===== config.mk =====
export PLATFORM = sky130hd
export DESIGN_NAME = interval_timer
export DESIGN_NICKNAME = d
export VERILOG_FILES = /design/src/rtl/interval_timer.sv
export SDC_FILE = /design/constraint.sdc
export NUM_CORES = 1
export LEC_CHECK = 0
export CAP_MARGIN = 0
export CORE_ASPECT_RATIO = 0.5
export CORE_MARGIN = 2
export CORE_UTILIZATION = 55
export CTS_BUF_LIST = sky130_fd_sc_hd__clkbuf_4 sky130_fd_sc_hd__clkbuf_8
export DETAILED_ROUTE_END_ITERATION = 10
export PLACE_DENSITY = 0.79
export REMOVE_ABC_BUFFERS = 1
export SLEW_MARGIN = 5
export SYNTH_ARGS = -nofsm -noshare
export SYNTH_HDL_FRONTEND = slang
export SYNTH_SLANG_ARGS = --single-unit

===== constraint.sdc =====
create_clock -name clk -period 3.7 [get_ports clk]
set_clock_uncertainty 0.15 [all_clocks]
set_input_delay 1.11 -clock clk [delete_from_list [all_inputs] [get_ports clk]]
set_output_delay 1.11 -clock clk [all_outputs]
set_load 0.01 [all_outputs]

===== src/rtl/interval_timer.sv =====
// Programmable interval timer: counts a selected number of 1 s ticks and pulses expired.
// Holds the base/extended/yellow interval parameters and divides the clock down to 1 Hz.
module interval_timer #(
  parameter int unsigned TICK_DIV = 100_000_000,
  parameter int unsigned DEF_BASE = 6,
  parameter int unsigned DEF_EXT  = 3,
  parameter int unsigned DEF_YEL  = 2
) (
  input  logic       clk,
  input  logic       reset_sync,
  input  logic       start_t,
  input  logic [1:0] interval,
  input  logic       prog_sync,
  input  logic [1:0] time_sel,
  input  logic [3:0] time_value,
  output logic       expired,
  output logic       tick_1hz,
  output logic [3:0] remaining
);

  localparam logic [26:0] PreMax = 27'(TICK_DIV - 1);

  typedef enum logic [1:0] {StIdle, StRun, StDone} state_e;

  state_e      st_q, st_d;
  logic [26:0] pre_q, pre_d;
  logic [3:0]  cnt_q, cnt_d;
  logic [3:0]  p_base_q, p_base_d;
  logic [3:0]  p_ext_q, p_ext_d;
  logic [3:0]  p_yel_q, p_yel_d;
  logic [3:0]  sel_val;
  logic [3:0]  load_val;
  logic        tick;

  assign tick      = (pre_q == PreMax);
  assign tick_1hz  = tick;
  assign expired   = (st_q == StDone);
  assign remaining = cnt_q;

  // Load uses the registered parameters, so a same-cycle write is not seen.
  always_comb begin
    unique case (interval)
      2'b01:   sel_val = p_ext_q;
      2'b10:   sel_val = p_yel_q;
      default: sel_val = p_base_q;
    endcase
    load_val = (sel_val == 4'd0) ? 4'd1 : sel_val;
  end

  always_comb begin
    pre_d = tick ? 27'd0 : pre_q + 27'd1;
    st_d  = st_q;
    cnt_d = cnt_q;

    if (start_t) begin
      // Restarting aligns the prescaler so the first second is a full one.
      pre_d = 27'd0;
      cnt_d = load_val;
      st_d  = StRun;
    end else begin
      unique case (st_q)
        StRun: begin
          if (tick) begin
            if (cnt_q == 4'd1) begin
              cnt_d = 4'd0;
              st_d  = StDone;
            end else begin
              cnt_d = cnt_q - 4'd1;
            end
          end
        end
        StDone: begin
          st_d = StIdle;
        end
        default: begin
          cnt_d = 4'd0;
          st_d  = StIdle;
        end
      endcase
    end
  end

  always_comb begin
    p_base_d = p_base_q;
    p_ext_d  = p_ext_q;
    p_yel_d  = p_yel_q;
    if (prog_sync) begin
      unique case (time_sel)
        2'b00:   p_base_d = time_value;
        2'b01:   p_ext_d  = time_value;
        2'b10:   p_yel_d  = time_value;
        default: ;
      endcase
    end
  end

  always_ff @(posedge clk) begin
    if (reset_sync) begin
      st_q     <= StIdle;
      pre_q    <= 27'd0;
      cnt_q    <= 4'd0;
      p_base_q <= 4'(DEF_BASE);
      p_ext_q  <= 4'(DEF_EXT);
      p_yel_q  <= 4'(DEF_YEL);
    end else begin
      st_q     <= st_d;
      pre_q    <= pre_d;
      cnt_q    <= cnt_d;
      p_base_q <= p_base_d;
      p_ext_q  <= p_ext_d;
      p_yel_q  <= p_yel_d;
    end
  end

endmodule


* Yosys cells after proc, flatten, opt, wreduce, memory -nomap -nowiden
Cells that the tools add are included.
** Storage, ports and cells
- Input port bits :: 12
- Word-level logic and storage cells :: 41
- Register bits after elaboration :: 45
- Output and inout port bits :: 6
** Cells by class
- Reduce and logical (&&, ||, !) cells :: 10
- Bitwise logic cells :: 1
- Eq/ne operators :: 11
- Muxes and demuxes :: 10
- Add/subtract/negate cells :: 2
** Operators by type and width (number)
- 27-bit by 1-bit adder with 27-bit output, second input constant :: 1
- 27-bit equality test, second input constant :: 1
- 4-bit two-way mux :: 4
- 4-bit one-hot mux with 2 select lines :: 2
- 2-bit AND reduction :: 6
- 2-bit by 1-bit equality test with 1-bit output, second input constant :: 3
- 2-bit equality test, second input constant :: 3
- 3-bit != test, second input constant :: 2
- 3-bit OR reduction :: 2
- 4-bit by 1-bit equality test with 1-bit output, second input constant :: 1
- 4-bit logical NOT :: 1
- 1-bit two-way mux :: 4
- 4-bit by 1-bit subtractor with 4-bit output, second input constant :: 1
- 2-bit logical NOT :: 1
- 2-bit != test, second input constant :: 1
- 1-bit NOT :: 1

* Depth between registers and ports, before layout
Gate-level depths: netlist (run 1).
- Depth in word-level cells :: 5
- Depth in mapped cells :: 7
- Depth with buffers taken out :: 7

* Worst setup path after synthesis (run 1)
OpenSTA, ideal clock, no wires.
- Path kind :: reg2out
- Start point :: register pre_q[17]
- End point :: output port tick_1hz
- Required time :: 2.440 ns
- Arrival :: 1.507 ns
- Cell stages (with the launch flop) :: 5
- Path buffers :: 0
- Setup slack :: 0.933 ns
- Cell sequence :: dfxtp_1 > or4b_4 > nor4_4 > nand2_1 > inv_1
** On the way
- Longest elaborated chain between the ends :: 1
** RTL lines
- start: declaration :: RTL line 26 : logic [26:0] pre_q, pre_d;
- start signal: assignment :: RTL line 107 : pre_q <= pre_d;
- 27-bit equality test :: RTL line 35 : assign tick = (pre_q == PreMax);
- end: declaration :: RTL line 17 : output logic tick_1hz,
Every way passes these cells.

* Final worst setup path (run 1)
Ends and elaborated chain as after synthesis.

==> impl_metrics.ini, run 1 <==
[routing]
num_vias = 1741
drt-wirelength-per-cell_um = 13.9
met3_length_um = 210
wl_met2_um = 2040
drt-met1-wl_um = 2080
ant_nets = 0
drtIter0Drc = 76
dr.pass1.iters = 4
drc = 0
via_per_inst = 5.47
routed_wl_um = 4410
top_layer_used = met4

[placed_design]
place_area_um2 = 2370
hpwl_um = 3090
portBuffers = 17
dp.cells = 310
pre_cts_ws_ns = 0.349
gp_congestion = 0.816

[logic_synthesis]
synth.mux.area_fraction = 0.0561
yosys.area_share.simple = 0.278
yosys.area_share.adder = 0.0292
syn_area_um2 = 2140
yosysWarnings = 0
synth_top_family_by_area = simple AND/OR/NAND/NOR gates
synth_top_area_frac = 0.421
synth-xor-area-share = 0.106
synth_top_area_cell = dfxtp_1
syn_inst = 245
synth_cell_type_count = 40
synth_seq_cells = 45
avgSynthCellArea_um2 = 8.74
yosysSeqAreaShare = 0.421
synth_compound_area_frac = 0.0754
synth_area_leaders = dfxtp_1 (42%), nor2_1 (7.7%), xnor2_1 (6.1%)

[clocking]
cts_buffers = 5
postCtsSetupRepairBufs = 0
cts_resized = 0
hold_buffers = 0
clk_pin_slew_worst_paths_ns = 0.09
cts_max_level = 2
cts.sinks = 45
cts_tree = built
clkLatencyLatePin_ns = 0.30
cts.path.max_buffers = 2
cts-root-buf = clkbuf_8

[sta]
fin_ws_ns = 0.0773
holdWs_ns = 0.306
finalSetupViolations = 0
finalCritPeriodShare = 0.979
tightest_slew_ns = 0.573
slew-limit-headroom = 0.617
fmax_mhz = 276
hold_violations = 0
drv_slew = 0
period_minus_slack_ns = 3.62

[run_status]
status = complete, no violations

[die]
die_h_um = 48.1
dieArea_um2 = 4440
core_area_um2 = 3580
dieWidth_um = 92.2
rows = 15
start_util = 0.597
ioPinCount = 18

[final_layout]
final_common_cell = dfxtp_1
finalInstanceArea_um2 = 2510
final_nets = 283
layout-drive-gt1-share = 0.0824
final_cell_mix = dfxtp_1 (45), nor2_1 (44), clkdlybuf4s50_1 (17)
diodes = 0
syn_to_final_growth_pct = 17.4
stdcell_count = 318

[worst_setup_path]
critPathCaptureType = primary output
worstPathMaxFanout = 5
crit_family = simple AND/OR/NAND/NOR gates
cp_cell_sequence = or4b_4 > nor4_4 > nand2_2 > inv_1 > clkdlybuf4s50_1
crit_slowest_cell = or4b_4
critPathBufInv = 2
slowest_delay_ns = 0.57
worstReg2RegEnd = remaining[0]
rr_worst_depth = 5
reg2reg_slack_ns = 1.43
cp.required_ns = 2.44
startpoint_type = flop
setup.worst_path.class = reg2out
cp.arrival_ns = 2.36
r2r-start = pre_q[17]

[global_routing]
overflow = 0
track_usage = 0.211
grt_start_max_net_pins = 27
grt_pass1_vias = 1646
grt_antenna_before_repair = 0
grt_pass1_wl_um = 7130

[worst_hold_path]
hold_end = pre_q[0]
whs_path_depth = 1
min-delay-start = pre_q[0]
hold_path_class = reg2reg

[run]
drv_cap = 0

[power]
ir_drop_v = 0.000204
p_per_area_nw_per_um2 = 410
leakage_nw = 0.905
## flip-flops by register name, indices dropped and copies added, names as in the netlist
register	flops
pre_q	27
p_base_q	4
p_ext_q	4
p_yel_q	4
remaining	4
st_q	2
## synth_stat cells
| library cell | n |
|---|---|
| or3_1 | 2 |
| clkbuf_1 | 4 |
| a21oi_1 | 3 |
| and3_2 | 1 |
| nand2_1 | 17 |
| or4_1 | 1 |
| nor2b_1 | 3 |
| or4b_4 | 1 |
| inv_1 | 13 |
| nor3b_1 | 2 |
| o31ai_1 | 2 |
| nor4_1 | 4 |
| nor4b_1 | 1 |
| a211oi_1 | 1 |
| o21ai_0 | 6 |
| o311ai_0 | 1 |
| nand3b_1 | 4 |
| or2_4 | 1 |
| a22oi_1 | 6 |
| and2_1 | 2 |
| xor2_1 | 11 |
| ha_1 | 5 |
| mux2i_1 | 12 |
| nand4_1 | 7 |
| xnor2_1 | 15 |
| dfxtp_1 | 45 |
| a221oi_2 | 1 |
| nand2_2 | 1 |
| nor3_1 | 8 |
| and3_1 | 2 |
| a32oi_1 | 1 |
| and4_2 | 1 |
| or3b_2 | 1 |
| nor2_1 | 44 |
| o211ai_1 | 1 |
| nand3_1 | 10 |
| a21oi_2 | 1 |
| buf_2 | 2 |
| nor4_4 | 1 |
| nand4_2 | 1 |
## report_power, final
| group | switching [mW] | internal (mW) | leakage (nW) |
|---|---|---|---|
| Clock | 0.172 | 0.272 | 0.0687 |
| Sequential | 0.00747 | 0.494 | 0.365 |
| Combinational | 0.0436 | 0.0402 | 0.471 |
| Total | 0.224 | 0.806 | 0.905 |
## through the flow
step            util  total power, mW  TNS (ns)
3_5_place_dp   0.662            0.595         0
6_report       0.701             1.03         0
5_1_grt        0.701             1.06  -0.00896
2_1_floorplan      -            0.557         0
3_3_place_gp   0.662            0.592         0
4_1_cts        0.700             1.04         0
## worst max-delay path by stage
stage          depth (start not counted)  startpoint  slack [ns]  endpoint
2_1_floorplan                          4   pre_q[17]        0.93  tick_1hz
3_3_place_gp                           5   pre_q[17]        0.42  tick_1hz
3_5_place_dp                           5   pre_q[17]        0.35  tick_1hz
4_1_cts                                5   pre_q[17]        0.02  tick_1hz
5_1_grt                                5   pre_q[17]      -0.009  tick_1hz
6_report                               5   pre_q[17]        0.08  tick_1hz
## area by class of cell
type	instances	area (um^2)
multi-input cells	181	1170
fillers	270	1070
flip-flops and latches	45	901
repair buffers	20	193
clock buffers	5	68.8
clock inverters	3	68.8
well taps	51	63.8
inverters	13	48.8
## metal layers
layer,track usage,vias up
met1,0.249,811
li1,-,884
met5,0,-
met4,0.0896,0
met2,0.394,37
met3,0.0526,9
## logic make-up after synthesis
logic type / Yosys count
multiplexers: 12
AO/OA/AOI/OAI: 23
adder cells (fa/ha/maj): 5
AND/OR/NAND/NOR: 115
buffers and inverters: 19
flip-flops: 45
XOR/XNOR: 26
Power figures use the tool's default switching activity.
==> run 2, diff against run 1 <==
- CTS_BUF_LIST: sky130_fd_sc_hd__clkbuf_4 sky130_fd_sc_hd__clkbuf_8 -> sky130_fd_sc_hd__clkbuf_8
- GPL_TIMING_DRIVEN: unset -> 0
- SLEW_MARGIN: 5 -> 0
==> run 2 against run 1 <==
- die area did not move
- via count rose by 0.11%
- sequential cell count did not move
- critical path type unchanged
- worst hold slack barely moved
- count of clock-buffer cells in the layout did not move
- utilization fell by 1.8 points
- non-clock buffer count fell by 2
- register-to-register slack got worse by 0.18 ns
- largest power group unchanged
==> impl_metrics.ini, run 2 (synthesis results as in run 1) <==
[run_status]
status = complete, no violations

[clocking]
cts.sinks = 45
cts-root-buf = clkbuf_8
clkLatencyLatePin_ns = 0.30
cts_tree = built
clk_pin_slew_worst_paths_ns = 0.08
cts_max_level = 2
hold_buffers = 0
cts_buffers = 5
cts.path.max_buffers = 2

[run]
drv_cap = 0

[worst_setup_path]
crit_path_end = tick_1hz
worstSetupStartpoint = pre_q[10]
setup.worst_path.class = reg2out
slowest_delay_ns = 0.56
startpoint_type = flop
crit_slowest_cell = or4_1
r2r-start = pre_q[4]
cp_cell_sequence = or4_1 > nor4_4 > nand2_2 > inv_1 > clkdlybuf4s50_1
critPathCaptureType = primary output
cp.arrival_ns = 2.27
cp.required_ns = 2.44
worstPathMaxFanout = 5
rr_worst_depth = 5
reg2reg_slack_ns = 1.25
worstReg2RegEnd = pre_q[26]

[die]
core_area_um2 = 3580
dieArea_um2 = 4440
start_util = 0.597
die_h_um = 48.1
dieWidth_um = 92.2
rows = 15
ioPinCount = 18

[global_routing]
grt_pass1_wl_um = 6780
overflow = 0
grt_pass1_vias = 1543
track_usage = 0.201
grt_antenna_before_repair = 0
grt_start_max_net_pins = 27

[power]
p_per_area_nw_per_um2 = 354
ir_drop_v = 0.000140
leakage_nw = 0.877

[placed_design]
dp.cells = 307
hpwl_um = 2880
gp_congestion = 0.809
portBuffers = 17

[routing]
dr.pass1.iters = 4
routed_wl_um = 4080
via_per_inst = 5.52
ant_nets = 0
drt-wirelength-per-cell_um = 12.9
drc = 0
drtIter0Drc = 61
num_vias = 1743

[final_layout]
largest_reg_flops = 27
final_nets = 281
layout-drive-gt1-share = 0.0679
final_common_cell = dfxtp_1
fillers = 276
top_register = pre_q
final_cell_mix = dfxtp_1 (45), nor2_1 (44), clkdlybuf4s50_1 (17)
stdcell_count = 316
syn_to_final_growth_pct = 14.3
diodes = 0

[sta]
tightest_slew_ns = 1.21
fmax_mhz = 283
finalSetupViolations = 0
drv_slew = 0
hold_violations = 0
finalCritPeriodShare = 0.954
setup_total_negative_slack_ns = 0
grt_setup_unrepaired = false
slew-limit-headroom = 0.189
period_minus_slack_ns = 3.53

[worst_hold_path]
hold_path_class = reg2reg
==> run 2: cell count changes in the layout (fill, tap and decap cells not counted), sizes merged <==
cell	previous run	this run
inv	14	16
buf	3	1
bufinv	2	0
==> run 2: how the worst min path moves through the flow <==
stage / startpoint / to / slack (ns) / depth (start not counted)
after floorplan: pre_q[0] / pre_q[0] / 0.27 / 1
after global placement: pre_q[0] / pre_q[0] / 0.28 / 1
after detailed placement: pre_q[0] / pre_q[0] / 0.30 / 1
after CTS: pre_q[0] / pre_q[0] / 0.31 / 1
after global routing: pre_q[0] / pre_q[0] / 0.33 / 1
final: pre_q[0] / pre_q[0] / 0.31 / 1
==> run 2: timing repair <==
action | 4_1_cts | 5_1_grt
buffers inserted | 0 | 1
gates resized for setup | 0 | 2
endpoints found under the setup margin | 0 | 1
==> run 2: worst max-delay path: cells and delay by family (launching register included) <==
kind	cells	cell delay [ns]
and+or+nand+nor	3	1.02
buffers and inverters	2	0.59
DFF	1	0.36
==> run 2: metal layers <==
metal  vias to the layer above  track usage  part of all wire
met1                       825        0.259              0.50
met5                         -            0                 0
li1                        883            -                 -
met3                         6       0.0526             0.040
met4                         0       0.0985             0.015
met2                        29        0.331              0.45
==> run 2: cell type report <==
| type | instances | area (um^2) | share of cell area |
|---|---|---|---|
| clock buffers | 5 | 68.8 | 0.0281 |
| multi-input cells | 181 | 1170 | 0.480 |
| well taps | 51 | 63.8 | 0.0261 |
| inverters | 13 | 48.8 | 0.0199 |
| repair buffers | 18 | 178 | 0.0726 |
| clock inverters | 3 | 11.3 | 0.00460 |
| flip-flops and latches | 45 | 901 | 0.368 |
==> run 2: metrics by stage <==
step	hold slack [ns]	worst slack, ns	utilization	total power, mW	instance area (um^2)
after detailed placement	0.296	0.339	0.655	0.593	2350
after CTS	0.313	0.00826	0.678	0.869	2430
after global placement	0.276	0.342	0.655	0.591	2350
after global routing	0.329	0.0328	0.682	0.897	2450
after floorplan	0.268	0.933	-	0.557	2120
final	0.306	0.171	0.682	0.865	2450
==> run 2: power breakdown <==
part / internal [mW] / total (mW) / switching [mW]
Combinational: 0.0394 / 0.0823 / 0.0429
Clock: 0.126 / 0.282 / 0.156
Sequential: 0.494 / 0.501 / 0.00722
Total: 0.659 / 0.865 / 0.206
==> run 3, diff against run 2 <==
==> constraint.sdc (replaced) <==
create_clock -name clk -period 4.5 [get_ports clk]
set_clock_uncertainty 0.15 [all_clocks]
set_input_delay 1.35 -clock clk [delete_from_list [all_inputs] [get_ports clk]]
set_output_delay 1.35 -clock clk [all_outputs]
set_load 0.1 [all_outputs]
==> run 3 against run 2 <==
- die area is the same
- via count shrank 0.80%
- sequential power shrank 18%
- global-route usage is essentially flat
==> impl_metrics.ini, run 3 (synthesis results as in run 1) <==
[sta]
finalSetupViolations = 0
hold_violations = 0
finalCritPeriodShare = 0.940
grt_setup_unrepaired = false
slew-limit-headroom = 0.178
setup_total_negative_slack_ns = 0
fmax_mhz = 237
tightest_slew_ns = 1.22
drv_slew = 0
holdWs_ns = 0.307
fin_ws_ns = 0.272
period_minus_slack_ns = 4.23

[worst_setup_path]
cp.required_ns = 3.00
cp.arrival_ns = 2.73
startpoint_type = flop
crit_family = simple AND/OR/NAND/NOR gates
critPathBufInv = 2
cp_cell_sequence = nand4_1 > nor4_1 > nand2_1 > inv_1 > dlygate4sd2_1
crit_slowest_cell = dlygate4sd2_1
cp.depth = 5
worstSetupStartpoint = pre_q[20]
worstPathMaxFanout = 5
worstReg2RegEnd = pre_q[26]
slowest_delay_ns = 0.85
reg2reg_slack_ns = 2.06
setup.worst_path.class = reg2out
rr_worst_depth = 5
critPathCaptureType = primary output
r2r-start = pre_q[4]
crit_path_end = tick_1hz

[placed_design]
gp_congestion = 0.809
pre_cts_ws_ns = 0.301
portBuffers = 17
hpwl_um = 2880
place_area_um2 = 2350

[routing]
num_vias = 1729
drtIter0Drc = 65
routed_wl_um = 4060
dr.pass1.iters = 4
via_per_inst = 5.49
ant_nets = 0
drt-wirelength-per-cell_um = 12.9
drc = 0

[final_layout]
largest_reg_flops = 27
diodes = 0
final_common_cell = dfxtp_1
syn_to_final_growth_pct = 13.4
layout-drive-gt1-share = 0.0568
top_register = pre_q
post-route-util = 0.677
final_cell_mix = dfxtp_1 (45), nor2_1 (44), nand2_1 (17)
fillers = 280
finalInstanceArea_um2 = 2430
final_nets = 280

[global_routing]
grt_pass1_vias = 1545
overflow = 0
grt_pass1_wl_um = 6800
grt_antenna_before_repair = 0
track_usage = 0.201
grt_start_max_net_pins = 27

[die]
dieArea_um2 = 4440
start_util = 0.597
die_h_um = 48.1
rows = 15
ioPinCount = 18
core_area_um2 = 3580
dieWidth_um = 92.2

[power]
ir_drop_v = 0.000115
p_per_area_nw_per_um2 = 301
leakage_nw = 0.875

[clocking]
clk_pin_slew_worst_paths_ns = 0.08
cts.sinks = 45
hold_buffers = 0
cts-root-buf = clkbuf_8
cts_max_level = 2
postCtsSetupRepairBufs = 0
cts_resized = 1
clkLatencyLatePin_ns = 0.30
cts_tree = built
cts_buffers = 5
cts.path.max_buffers = 2

[run_status]
status = complete, no violations

[run]
drv_cap = 0

[worst_hold_path]
hold_path_class = reg2reg
whs_path_depth = 1
-- run 3: worst min path at each step --
stage | startpoint | end | slack (ns)
2_1_floorplan | pre_q[0] | pre_q[0] | 0.27
3_3_place_gp | pre_q[0] | pre_q[0] | 0.28
3_5_place_dp | pre_q[0] | pre_q[0] | 0.30
4_1_cts | pre_q[0] | pre_q[0] | 0.31
5_1_grt | pre_q[0] | pre_q[0] | 0.33
6_report | pre_q[0] | pre_q[0] | 0.31
-- run 3: power breakdown --
| part | leakage, nW | internal (mW) | switching (mW) |
|---|---|---|---|
| clock | 0.0519 | 0.104 | 0.129 |
| combinational | 0.459 | 0.0323 | 0.0543 |
| sequential | 0.365 | 0.406 | 0.00594 |
| total | 0.875 | 0.542 | 0.189 |
-- run 3: cell type report --
| class | instances | area, um^2 | share of cell area |
|---|---|---|---|
| inverters | 13 | 48.8 | 0.0201 |
| flip-flops and latches | 45 | 901 | 0.371 |
| clock inverters | 3 | 11.3 | 0.00464 |
| well taps | 51 | 63.8 | 0.0263 |
| clock buffers | 5 | 68.8 | 0.0283 |
| repair buffers | 17 | 169 | 0.0696 |
| multi-input cells | 181 | 1170 | 0.480 |
-- run 3: worst register-to-register path, stage by stage (launching register included) --
cell and delay (ns):
dfxtp_1 0.41, nand4_2 0.22, nor4_1 1.03, nand4_1 0.23, xor2_1 0.22, nor2_1 0.06
-- run 3: per-layer routing --
| layer | wire [um] | track usage |
|---|---|---|
| met3 | 200 | 0.0526 |
| met1 | 2000 | 0.260 |
| met5 | 0 | 0 |
| met4 | 61 | 0.0985 |
| met2 | 1810 | 0.331 |
-- run 3: metrics by stage --
step                      power (mW)  instances
after floorplan                0.477        239
after global placement         0.505        307
after detailed placement       0.507        307
after CTS                      0.733        315
after global routing           0.756        315
final                          0.731        315
